## src/rtl/sprite_pkg.sv

```systemverilog
// Shared constants for the sprite rendering slice: default geometry,
// ROM address width, direction encoding and the transparent colour.
package sprite_pkg;

    localparam int SPR_W_DEF = 16;
    localparam int SPR_H_DEF = 16;
    localparam int ROM_AW    = 11;

    localparam logic [1:0] DIR_RIGHT = 2'd0;
    localparam logic [1:0] DIR_LEFT  = 2'd1;
    localparam logic [1:0] DIR_UP    = 2'd2;
    localparam logic [1:0] DIR_DOWN  = 2'd3;

    localparam logic [3:0] TRANSP_DEF = 4'h0;

endpackage

```

## src/rtl/sprite_anim_ctr.sv

```systemverilog
// Walk-animation timer: counts frame_start pulses and flips the anim bit
// every ANIM_FRAMES frames.
module sprite_anim_ctr #(
    parameter int ANIM_FRAMES = 8
) (
    input  logic clk,
    input  logic rst,
    input  logic frame_start,
    output logic anim
);

    logic [7:0] frame_cnt;

    always_ff @(posedge clk) begin
        if (rst) begin
            frame_cnt <= 8'd0;
            anim      <= 1'b0;
        end else if (frame_start) begin
            if (frame_cnt == 8'(ANIM_FRAMES - 1)) begin
                frame_cnt <= 8'd0;
                anim      <= ~anim;
            end else begin
                frame_cnt <= frame_cnt + 8'd1;
            end
        end
    end

endmodule

```

## src/rtl/sprite_render.sv

```systemverilog
// Sprite pixel pipeline: hit test against the frame-latched position, ROM
// address generation, and hit/colour alignment with the registered ROM.
module sprite_render
    import sprite_pkg::*;
#(
    parameter int         SPR_W       = SPR_W_DEF,
    parameter int         SPR_H       = SPR_H_DEF,
    parameter int         ANIM_FRAMES = 8,
    parameter logic [3:0] TRANSP      = TRANSP_DEF
) (
    input  logic              clk,
    input  logic              rst,
    input  logic              frame_start,
    input  logic [9:0]        px,
    input  logic [9:0]        py,
    input  logic              active,
    input  logic [9:0]        spr_x,
    input  logic [9:0]        spr_y,
    input  logic [1:0]        spr_dir,
    output logic [ROM_AW-1:0] rom_add,
    input  logic [3:0]        rom_pixel,
    output logic              pix_on,
    output logic [3:0]        pix_color
);

    logic [9:0]  sx;
    logic [9:0]  sy;
    logic [1:0]  sdir;
    logic        anim;
    logic [10:0] dx;
    logic [10:0] dy;
    logic        hit0;
    logic        hit1;
    logic        hit2;
    logic        pix_on_next;

    sprite_anim_ctr #(
        .ANIM_FRAMES (ANIM_FRAMES)
    ) u_anim (
        .clk         (clk),
        .rst         (rst),
        .frame_start (frame_start),
        .anim        (anim)
    );

    // Position only moves at frame_start so a frame never shows two positions.
    always_ff @(posedge clk) begin
        if (rst) begin
            sx   <= 10'd0;
            sy   <= 10'd0;
            sdir <= DIR_RIGHT;
        end else if (frame_start) begin
            sx   <= spr_x;
            sy   <= spr_y;
            sdir <= spr_dir;
        end
    end

    // Bit 10 set means the pixel is left of / above the sprite; no wrap-around.
    always_comb begin
        dx   = {1'b0, px} - {1'b0, sx};
        dy   = {1'b0, py} - {1'b0, sy};
        hit0 = active & ~dx[10] & (dx < 11'(SPR_W))
                      & ~dy[10] & (dy < 11'(SPR_H));
        pix_on_next = hit2 & (rom_pixel != TRANSP);
    end

    always_ff @(posedge clk) begin
        if (rst) begin
            rom_add   <= '0;
            hit1      <= 1'b0;
            hit2      <= 1'b0;
            pix_on    <= 1'b0;
            pix_color <= 4'h0;
        end else begin
            rom_add   <= {sdir, anim, dy[3:0], dx[3:0]};
            hit1      <= hit0;
            hit2      <= hit1;
            pix_on    <= pix_on_next;
            pix_color <= pix_on_next ? rom_pixel : 4'h0;
        end
    end

endmodule

```

## config.mk

```make
export PLATFORM = sky130hd
export DESIGN_NAME = sprite_render
export DESIGN_NICKNAME = d
export VERILOG_FILES = /design/src/rtl/sprite_pkg.sv /design/src/rtl/sprite_anim_ctr.sv /design/src/rtl/sprite_render.sv
export SDC_FILE = /design/constraint.sdc
export NUM_CORES = 1
export LEC_CHECK = 0
export BUFFER_PORTS_ARGS = -buffer_cell sky130_fd_sc_hd__buf_2
export CELL_PAD_IN_SITES_DETAIL_PLACEMENT = 1
export CELL_PAD_IN_SITES_GLOBAL_PLACEMENT = 1
export CORE_ASPECT_RATIO = 1.5
export CORE_MARGIN = 2
export CORE_UTILIZATION = 35
export DETAILED_ROUTE_END_ITERATION = 8
export HOLD_SLACK_MARGIN = 0.08
export MAX_ROUTING_LAYER = met4
export PLACE_DENSITY_LB_ADDON = 0.25
export SLEW_MARGIN = 20
export SYNTH_ARGS = -nofsm -noshare
export SYNTH_HDL_FRONTEND = slang
export SYNTH_SLANG_ARGS = --single-unit
```

## constraint.sdc

```tcl
create_clock -name clk -period 2.55 [get_ports clk]
set_input_delay 0.255 -clock clk [delete_from_list [all_inputs] [get_ports clk]]
set_output_delay 0.255 -clock clk [all_outputs]
set_load 0.02 [all_outputs]
```

; ---- Word-level counts from Yosys, hierarchy flattened
; Index checks and enable logic that the tools add are counted.
[totals]
reg_bits = 49
input_bits = 50
out_inout_bits = 16
wordCells = 29
[op_classes]
n_addsub = 3
magnitude_cmp = 2
n_eq_ne = 1
muxes = 1
n_bitwise = 9
reduce_logical = 3
[ops]
columns = operator, n
row1 = < comparator 11 x 5 -> 1 bit (second input constant), 2
row2 = subtractor 10 x 10 -> 11 bit, 2
row3 = adder 8 x 1 -> 8 bit (second input constant), 1
row4 = == test 8 x 3 -> 1 bit (second input constant), 1
row5 = two-way mux 8 bit, 1
row6 = AND 1 bit, 5
row7 = NOT 1 bit, 4
row8 = nonzero test 4 bit, 1
row9 = AND reduction 2 bit, 1
row10 = OR reduction 2 bit, 1

; ---- Depth between registers and ports, before layout
; Gate-level depths: netlist of the first run.
[logic_depth]
ltp_word = 6
mapped_depth = 11
depth_no_buf = 11

; ---- By module
; From an unflattened synthesis of the first run, not the netlist that was laid out.
[unflattened]
hier_cells = 291
area_unflattened_um2 = 2577.5
[by_module_without_submodules]
columns = module, n_inst, cells_per_inst, area_each_um2, seq_area_each_um2
row1 = sprite_render, 1, 248, 2189.6, 800.8
row2 = sprite_anim_ctr, 1, 43, 387.9, 180.2

; ---- Worst setup path after synthesis of the first run
; Ideal clock, no wire load.
[synth_path]
path_kind = register to register
start = register sx[0]
end = register hit1
setup_time_ns = 0.088
t_arrival_ns = 2.375
t_required_ns = 2.462
slack_ns = 0.087
stages_incl_launch_ff = 10
n_path_buf = 0
synth_period_minus_slack_ns = 2.463
path_cell_list = dfxtp_1 -> ha_1 -> fa_1 -> and2b_1 -> o21a_1 -> nor2_1 -> mux2_1 -> or4_1 -> a2111o_1 -> nor4_2
[synth_via]
elab_chain_cells = 6
word_cells_on_any_way = 7
classes_between = add/sub: 1 / order compare: 1 / bitwise: 5
[synth_rtl]
columns = element, line
row1 = from (decl), sprite_render.sv:26  ; logic [9:0] sx;
row2 = from (signal assigned), sprite_render.sv:53  ; sx <= spr_x;
row3 = subtractor 10 x 10 -> 11 bit (*), sprite_render.sv:61  ; dx = {1'b0, px} - {1'b0, sx};
row4 = "parallel branches: the longest is 2 deep, another holds < comparator 11 x 5 -> 1 bit", --
row5 = AND 1 bit (*), sprite_render.sv:63  ; hit0 = active & ~dx[10] & (dx < 11'(SPR_W))
row6 = AND 1 bit (*) (2 in a row), sprite_render.sv:64  ; & ~dy[10] & (dy < 11'(SPR_H));
row7 = to (signal assigned), sprite_render.sv:77  ; hit1 <= hit0;
row8 = to (decl), sprite_render.sv:33  ; logic hit1;
; Mark *: on every way between the ends.
; A chain may end at the register's enable or synchronous reset.

; ---- Worst setup path after layout of the first run
; Ends and elaborated chain as after synthesis.

==> flow_metrics.env, run 1 <==
export IMPL_die_h_um=109.4
export IMPL_ctsHoldBuffers=0
export IMPL_layout_nets=435
export IMPL_root_buffer="clkbuf_8"
export IMPL_ant_nets=0
export IMPL_hold_viol_final=0
export IMPL_overflow=0
export IMPL_n_antenna_cell=0
export IMPL_hold_path_class="in -> reg"
export IMPL_fmax_mhz=403.5
export IMPL_stdcell_count=463
export IMPL_crit_path_start_kind="flip-flop"
export IMPL_crit_path_max_fanout=2
export IMPL_cts_sinks=49
export IMPL_num_vias=2239
export IMPL_syn_to_final_growth_pct=23.72
export IMPL_rsz0062_at_grt="true"
export IMPL_synthesis_nets=364
export IMPL_synth_async_reset_ratio_pct=0
export IMPL_multiInputGateArea_um2=1495
export IMPL_required_ns=2.78
export IMPL_cts_buffers=5
export IMPL_ioPinCount=66
export IMPL_dp_slack_ns=-0.1605
export IMPL_fin_crit_ns=2.478
export IMPL_rows=38
export IMPL_portBuffers=65
export IMPL_routed_via_density=4.836
export IMPL_endpoint_kind="flip-flop"
export IMPL_synth_avg_cell_area_um2=8.900
export IMPL_p_per_area_nw_per_um2=562.9
export IMPL_peakVddDrop_mv=0.2520
export IMPL_dpl_hpwl_um=4979
export IMPL_postSynthCellCount=291
export IMPL_routed_wl_um=6337
export IMPL_antenna_found_initial=0
export IMPL_ys_types=47
export IMPL_tns_ns=0
export IMPL_htreeDepth=2
export IMPL_arrival_ns=2.71
export IMPL_yosys_top_cells_count="50 x nor2_1, 49 x dfxtp_1, 29 x inv_1, 24 x mux2i_1, 21 x ha_1"
export IMPL_hold_slack_ns=0.1612
export IMPL_yosys_warnings=0
export IMPL_synth_sequential_area_ratio_pct=37.87
export IMPL_criticalPathCategory="reg -> reg"
export IMPL_dp_cells=455
export IMPL_n_fill_cell=902
export IMPL_synth_top_area_share_pct=37.87
export IMPL_leakage_uw=0.001469
export IMPL_synthTopCellsByArea="dfxtp_1 38%, ha_1 10%, mux2i_1 9.3%"
export IMPL_gp_congestion=0.9478
export IMPL_slew_headroom_pct=65.95
export IMPL_finalCritPeriodShare_pct=97.18
export IMPL_cts_tree="done"
export IMPL_grt_usage_pct=17.48
export IMPL_synth_seq_cells=49
export IMPL_syn_area_um2=2590
export IMPL_slew_viol_final=0
export IMPL_clockBufferDepth=2
export IMPL_tightest_slew_ns=0.5107
export IMPL_drc=0
export IMPL_setup_viol=0
export IMPL_clk_pin_slew_ns=0.10
export IMPL_worstSkewPairLatency_ns=0.31
export IMPL_dieWidth_um=74.24
export IMPL_core_area_um2=7227
export IMPL_initialDrtViolationCount=125
export IMPL_wl_per_cell_um=13.69
export IMPL_seq_area_um2=982.2
export IMPL_fin_ws_ns=0.07182
export IMPL_firstDrtPassIters=4
export IMPL_synth_area_leader_cell="dfxtp_1"
export IMPL_post_cts_buffers=0
export IMPL_initial_core_util_pct=35.84
export IMPL_final_layout_size_suffix_gt1_share_pct=24.79
export IMPL_fp_dieArea_um2=8118
export IMPL_yosysMostFrequentCell="nor2_1"
export IMPL_grt_pass1_vias=2374
export IMPL_grt_pass1_wl_um=10590
export IMPL_synth_edff_count=0
export IMPL_status="completed"
export IMPL_synth_ff_type="dfxtp_1"
export IMPL_worst_clock_skew_ns=0.007213
export IMPL_grt_max_degree=41
export IMPL_drv_cap=0
-- flip-flops by register name, indices dropped and copies added (netlist names) --
signal / count
rom_add: 11
sx: 10
sy: 10
u_anim.frame_cnt: 8
pix_color: 4
sdir: 2
hit1: 1
hit2: 1
pix_on: 1
u_anim.anim: 1
-- critical path, stage by stage (launching register included) --
cell and delay (ns):
dfxtp_2 0.35, ha_4 0.17, fa_2 0.34, and2b_1 0.23
o21a_1 0.13, nor2_2 0.04, mux2_4 0.29, or4_4 0.41
a2111o_1 0.31, nor4_2 0.13
-- stage by stage --
step | power, µW | utilization [%] | area, µm²
global placement | 1232 | 42.28 | 3055
CTS | 1831 | 44.06 | 3184
detailed placement | 1245 | 42.28 | 3055
global route | 1918 | 44.34 | 3204
floorplan | 1110 | - | 2590
finish | 1804 | 44.34 | 3204
-- final timing paths --
kind                                   start           end  slack [ns]  cells past startpoint
worst max-delay path                   sx[0]          hit1        0.07                      9
worst min-delay path            rom_pixel[0]  pix_color[0]        0.16                      2
worst max register to register         sx[0]          hit1        0.07                      9
worst min register to register          hit1          hit2        0.46                      1
-- area by class of cell --
cell class	count	share of cell area [%]
clock buffer	5	2.148
tap	100	3.905
timing repair buffer	72	11.79
sequential	49	30.65
multi-input combinational	205	46.66
inverter	29	3.397
clock inverter	3	1.445
-- per-layer routing --
metal	wire length, µm	track usage, %	part of all wire (%)	vias up
li1	-	-	-	1126
met1	2621	18.33	41	1054
met2	3341	31.31	53	45
met3	195	3.116	3.1	14
met4	180	7.908	2.8	0
met5	0	-	0	-
-- placed cells by master, fill, tap and decap left out, drive strengths merged, types with 2 or more instances in the layout --
master,synthesis,layout
a21o,3,3
o31ai,2,2
xor2,6,6
nand3,5,5
a211oi,2,2
fa,2,2
buf,4,72
dfxtp,49,49
or4,2,2
clkbuf,4,5
mux2,2,2
nand4,2,2
o211ai,3,3
o21a,4,4
nor2b,11,11
a21boi,2,2
mux2i,24,24
inv,29,29
a21oi,9,9
o21ai,9,9
nand2b,3,3
nor3,4,4
xnor2,7,7
nor2,50,50
o2111ai,2,2
ha,21,21
and2,4,4
nand2,9,9
-- logic make-up (layout without fill, tap and decap cells) --
| logic type | Yosys count | count (layout) | share of synthesized area (%) |
|---|---|---|---|
| xor+xnor | 13 | 13 | 4.396 |
| simple gates | 96 | 96 | 17.58 |
| compound gates | 47 | 47 | 12.66 |
| mux | 26 | 26 | 10.14 |
| fa+ha+maj | 23 | 23 | 11.69 |
| flops | 49 | 49 | 37.87 |
| buf+inv | 37 | 109 | 5.652 |
-- what timing repair did --
action | CTS | global route
resized for setup | 5 | 4
endpoints found under the setup margin | 1 | 1
pin swaps | 2 | 2
hold endpoints to repair | 0 | 0
-- power by group --
group / switching (µW) / internal, µW
sequential: 18.8 / 804
clock: 274 / 294
combinational: 225 / 188
total: 518 / 1290
(Power assumes the default switching activity.)
==> run 2, diff against run 1 <==
Settings changed: CORE_ASPECT_RATIO 1.5 to default, TNS_END_PERCENT from default to 30.
==> flow_metrics.env, run 2 (synthesis gave the netlist of run 1 again) <==
export IMPL_p_per_area_nw_per_um2=535.3
export IMPL_routed_via_density=4.763
export IMPL_critPathTopFamily="simple AND/OR/NAND/NOR gates"
export IMPL_critPathMaxStageDelay_ns=0.41
export IMPL_dp_slack_ns=-0.1583
export IMPL_gr_usage_met2_pct=27.94
export IMPL_multiInputGateArea_um2=1493
export IMPL_tightest_slew_ns=0.5349
export IMPL_dpl_hpwl_um=4850
export IMPL_rows=31
export IMPL_final_util_pct=44.33
export IMPL_grt_use_met1_pct=18.65
export IMPL_routed_wl_um=6240
export IMPL_endpoint_kind="flip-flop"
export IMPL_drc=0
export IMPL_wl_per_cell_um=13.42
export IMPL_rsz0062_at_grt="true"
export IMPL_seq_area_um2=982.2
export IMPL_cts_sinks=49
export IMPL_hold_path_class="in -> reg"
export IMPL_fin_ws_ns=0.09239
export IMPL_critPathLaunch="sx[0]"
export IMPL_initialDrtViolationCount=50
export IMPL_crit_path_max_fanout=2
export IMPL_crit_path_start_kind="flip-flop"
export IMPL_antenna_found_initial=0
export IMPL_clk_pin_slew_ns=0.10
export IMPL_leakage_uw=0.001474
export IMPL_endpoint="hit1"
export IMPL_cp_depth=9
export IMPL_cts_tree="done"
export IMPL_slew_headroom_pct=63.42
export IMPL_hold_viol_final=0
export IMPL_root_buffer="clkbuf_8"
export IMPL_regToRegStartpoint="sx[0]"
export IMPL_cts_buffers=5
export IMPL_portBuffers=65
export IMPL_largest_reg_flops=11
export IMPL_clockBufferDepth=2
export IMPL_dieWidth_um=90.02
export IMPL_power_uw=1712
export IMPL_cpMaxStageDelayCell="or4_4"
export IMPL_worst_clock_skew_ns=0.002842
export IMPL_grt_busiest_layer="met2"
export IMPL_cp_cell_sequence="ha_4, fa_2, and2b_1, o21a_1, nor2_2, mux2_4, or4_4, a2111o_1, nor4_2"
export IMPL_hp_start="rom_pixel[2]"
export IMPL_reg2reg_slack_ns=0.09
export IMPL_reg_top3="rom_add: 11 flops, sx: 10 flops, sy: 10 flops"
export IMPL_r2r_cells=9
export IMPL_overflow=0
export IMPL_setup_viol=0
export IMPL_ant_nets=0
export IMPL_grt_usage_pct=15.99
export IMPL_num_vias=2215
export IMPL_slew_viol_final=0
export IMPL_firstDrtPassIters=4
export IMPL_core_area_um2=7214
export IMPL_dp_cells=456
export IMPL_final_layout_size_suffix_gt1_share_pct=25.14
export IMPL_layout_cells_most_common="buf_2"
export IMPL_gp_congestion=0.7992
export IMPL_r2r_end="hit1"
export IMPL_grt_use_met3_pct=3.437
export IMPL_worstSkewPairLatency_ns=0.31
export IMPL_status="completed"
export IMPL_crit_buf_inv=0
export IMPL_stdcell_count=465
export IMPL_layout_nets=438
export IMPL_grt_pass1_vias=2250
export IMPL_syn_to_final_growth_pct=23.48
export IMPL_htreeDepth=2
export IMPL_required_ns=2.78
export IMPL_n_antenna_cell=0
export IMPL_largest_register="rom_add"
export IMPL_finalCritPeriodShare_pct=96.38
export IMPL_fmax_mhz=406.9
export IMPL_arrival_ns=2.69
export IMPL_fp_dieArea_um2=8104
export IMPL_drv_cap=0
export IMPL_final_area_um2=3198
export IMPL_most_common_layout_cells="65 x buf_2, 49 x nor2_1, 48 x dfxtp_1"
export IMPL_fin_crit_ns=2.458
export IMPL_n_fill_cell=910
export IMPL_ioPinCount=66
export IMPL_peakVddDrop_mv=0.2299
export IMPL_grt_max_degree=41
export IMPL_grt_pass1_wl_um=10280
export IMPL_criticalPathCategory="reg -> reg"
export IMPL_die_h_um=90.02
export IMPL_initial_core_util_pct=35.90
export IMPL_placed_cell_area_um2=3069
==> run 2: worst min-delay path by stage <==
| stage | endpoint | cells past startpoint |
|---|---|---|
| 6_report | pix_color[2] | 2 |
| 5_1_grt | pix_color[1] | 2 |
| 4_1_cts | pix_color[2] | 2 |
| 3_5_place_dp | hit2 | 1 |
| 3_3_place_gp | rom_add[10] | 1 |
| 2_1_floorplan | pix_color[0] | 1 |
==> run 2: layer usage <==
metal,up-vias,routed length [µm],share of wire (%)
met5,-,0,0
met4,0,60,0.96
met3,6,269,4.3
met2,48,3105,50
met1,1028,2804,45
li1,1133,-,-
==> run 2: repair_timing <==
action                                  CTS  global route
setup buffers                             1             0
endpoints found under the setup margin    1             1
gates resized for setup                   5             4
hold buffers                              0             0
pin swaps                                 2             2
==> run 2: through the flow <==
step	hold slack [ns]	setup TNS, ns
after global routing	0.1555	-0.03488
after CTS	0.1542	0
final	0.1621	0
after detailed placement	0.4516	-0.1583
after global placement	0.4425	-0.09869
after floorplan	0.3767	0
==> run 2: power by group <==
part / switching [µW] / internal (µW) / total, µW
sequential: 17.4 / 804 / 821
clock: 282 / 195 / 477
combinational: 222 / 192 / 414
total: 521 / 1190 / 1710
==> run 2: layout make-up <==
type                    instances  share of cell area (%)
multi-input cells             205                   46.67
clock inverters                 3                  0.6651
repair buffers                 75                   12.52
flip-flops and latches         49                   30.71
well taps                      99                   3.873
clock buffers                   5                   2.152
inverters                      29                   3.404
==> run 2: worst reg2reg max path, cell delays in order, from the launching register on <==
cell and delay (ns):
dfxtp_2 0.35, ha_4 0.16, fa_2 0.33, and2b_1 0.21, o21a_1 0.12, nor2_2 0.05, mux2_4 0.30, or4_4 0.41
a2111o_1 0.32, nor4_2 0.13
==> run 3, diff against run 2 <==
Settings changed: CORE_UTILIZATION 35 to 39, MAX_ROUTING_LAYER met4 to default.
Clock period 2.55 ns to 2.3 ns, I/O delays scaled along.
==> flow_metrics.env, run 3 (synthesis gave the netlist of run 1 again) <==
export IMPL_worstSkewPairLatency_ns=0.30
export IMPL_routed_wl_um=6225
export IMPL_core_area_um2=6386
export IMPL_ioPinCount=66
export IMPL_layout_nets=450
export IMPL_firstDrtPassIters=4
export IMPL_num_vias=2305
export IMPL_leakage_uw=0.001531
export IMPL_endpoint_kind="flip-flop"
export IMPL_fmax_mhz=409.4
export IMPL_grt_pass1_vias=2328
export IMPL_violations="negative setup slack"
export IMPL_stdcell_count=455
export IMPL_final_layout_size_suffix_gt1_share_pct=28.31
export IMPL_reg_top3="rom_add: 11 flops, sx: 10 flops, sy: 10 flops"
export IMPL_slew_headroom_pct=67.84
export IMPL_clkPwrFrac_pct=28.0
export IMPL_status="finished with violations"
export IMPL_htreeDepth=2
export IMPL_fin_ws_ns=-0.1426
export IMPL_die_h_um=85.49
export IMPL_cts_buffers=5
export IMPL_whs_path_depth=2
export IMPL_wl_per_cell_um=13.68
export IMPL_arrival_ns=2.67
export IMPL_final_area_um2=3276
export IMPL_dieWidth_um=85.49
export IMPL_routed_via_density=5.066
export IMPL_n_fill_cell=797
export IMPL_swShare_pct=30.64
export IMPL_p_comb_share_pct=25.2
export IMPL_hold_slack_ns=0.1388
export IMPL_required_ns=2.53
export IMPL_slew_viol_final=0
export IMPL_p_per_area_nw_per_um2=594.0
export IMPL_reg2reg_slack_ns=-0.14
export IMPL_clockBufferDepth=2
export IMPL_dpl_hpwl_um=4910
export IMPL_worst_clock_skew_ns=0.005063
export IMPL_ant_nets=0
export IMPL_grt_max_degree=41
export IMPL_seq_power_share_pct=46.8
export IMPL_cell_internal_pwr_uw=1350
export IMPL_largest_register="rom_add"
export IMPL_peakVddDrop_mv=0.2980
export IMPL_cts_sinks=49
export IMPL_layout_cells_most_common="buf_2"
export IMPL_cts_tree="done"
export IMPL_portBuffers=65
export IMPL_gp_congestion=0.8251
export IMPL_hold_path_class="in -> reg"
export IMPL_crit_path_max_fanout=2
export IMPL_power_switching_uw=596.2
export IMPL_largest_reg_flops=11
export IMPL_dp_cells=446
export IMPL_overflow=0
export IMPL_drv_cap=0
export IMPL_rows=29
export IMPL_ctsHoldBuffers=0
export IMPL_criticalPathCategory="reg -> reg"
export IMPL_syn_to_final_growth_pct=26.47
export IMPL_antenna_found_initial=0
export IMPL_clk_pin_slew_ns=0.10
export IMPL_rsz0062_at_grt="true"
export IMPL_tightest_slew_ns=0.4702
export IMPL_r2r_cells=9
export IMPL_initialDrtViolationCount=58
export IMPL_initial_core_util_pct=40.56
export IMPL_fp_dieArea_um2=7309
export IMPL_n_antenna_cell=0
export IMPL_most_common_layout_cells="65 x buf_2, 49 x nor2_1, 47 x dfxtp_1"
export IMPL_root_buffer="clkbuf_8"
export IMPL_grt_usage_pct=18.05
export IMPL_placed_cell_area_um2=3142
export IMPL_dp_slack_ns=-0.2999
export IMPL_crit_path_start_kind="flip-flop"
export IMPL_fin_crit_ns=2.443
export IMPL_finalCritPeriodShare_pct=106.2
export IMPL_drc=0
export IMPL_hold_viol_final=0
export IMPL_grt_pass1_wl_um=10650
export IMPL_setup_viol=1
[run 3: per-layer routing]
metal | GRT usage [%] | vias to the layer above | part of all wire, % | wire [µm]
met1 | 21.49 | 1078 | 43 | 2688
met4 | 5.051 | 0 | 1.3 | 84
li1 | - | 1156 | - | -
met2 | 32.74 | 63 | 51 | 3156
met3 | 3.754 | 8 | 4.7 | 295
met5 | 0 | - | 0 | 0
[run 3: critical path: stages, from the launching register on]
cell      delay (ns)
dfxtp_2         0.35
ha_4            0.16
fa_2            0.34
and2b_1         0.22
o21a_1          0.12
nor2_2          0.05
mux2_4          0.30
or4_1           0.39
a2111o_1        0.31
nor4_2          0.13
[run 3: what timing repair did]
| item | 4_1_cts | 5_1_grt |
|---|---|---|
| setup endpoints to repair | 1 | 1 |
| buffers inserted | 1 | 0 |
| gates resized for setup | 5 | 5 |
| pin swaps | 3 | 2 |
| endpoints found under the hold margin | 0 | 0 |
| gates cloned | 0 | 0 |
[run 3: layout make-up]
cell class / instances / area, µm² / share of cell area (%)
Sequential cell: 49 / 983.4 / 30.02
Clock buffer: 5 / 68.82 / 2.101
Inverter: 29 / 108.9 / 3.323
Multi-Input combinational cell: 205 / 1501 / 45.84
Timing Repair Buffer: 87 / 490.5 / 14.97
Tap cell: 77 / 96.34 / 2.941
Clock inverter: 3 / 26.28 / 0.8021
[run 3: path summary, 6_finish.rpt]
kind	endpoint	from
max	hit1	sx[0]
max reg2reg	hit1	sx[0]
min	pix_color[1]	rom_pixel[1]
min reg2reg	hit2	hit1
[run 3: power groups by stage]
| stage | clock, µW | combinational (µW) | sequential [µW] |
|---|---|---|---|
| CTS | 567 | 493 | 911 |
| global route | 606 | 554 | 917 |
| floorplan | 0 | 285 | 948 |
| global placement | 0 | 467 | 928 |
| finish | 544 | 491 | 910 |
| detailed placement | 0 | 478 | 930 |
[run 3: through the flow]
| stage | setup TNS [ns] | utilization [%] | power [µW] |
|---|---|---|---|
| finish | -0.1426 | 51.29 | 1946 |
| global route | -0.2460 | 51.29 | 2077 |
| CTS | -0.1414 | 51.08 | 1971 |
| detailed placement | -0.2999 | 49.20 | 1408 |
| global placement | -0.2574 | 49.20 | 1394 |
| floorplan | -0.1220 | - | 1233 |
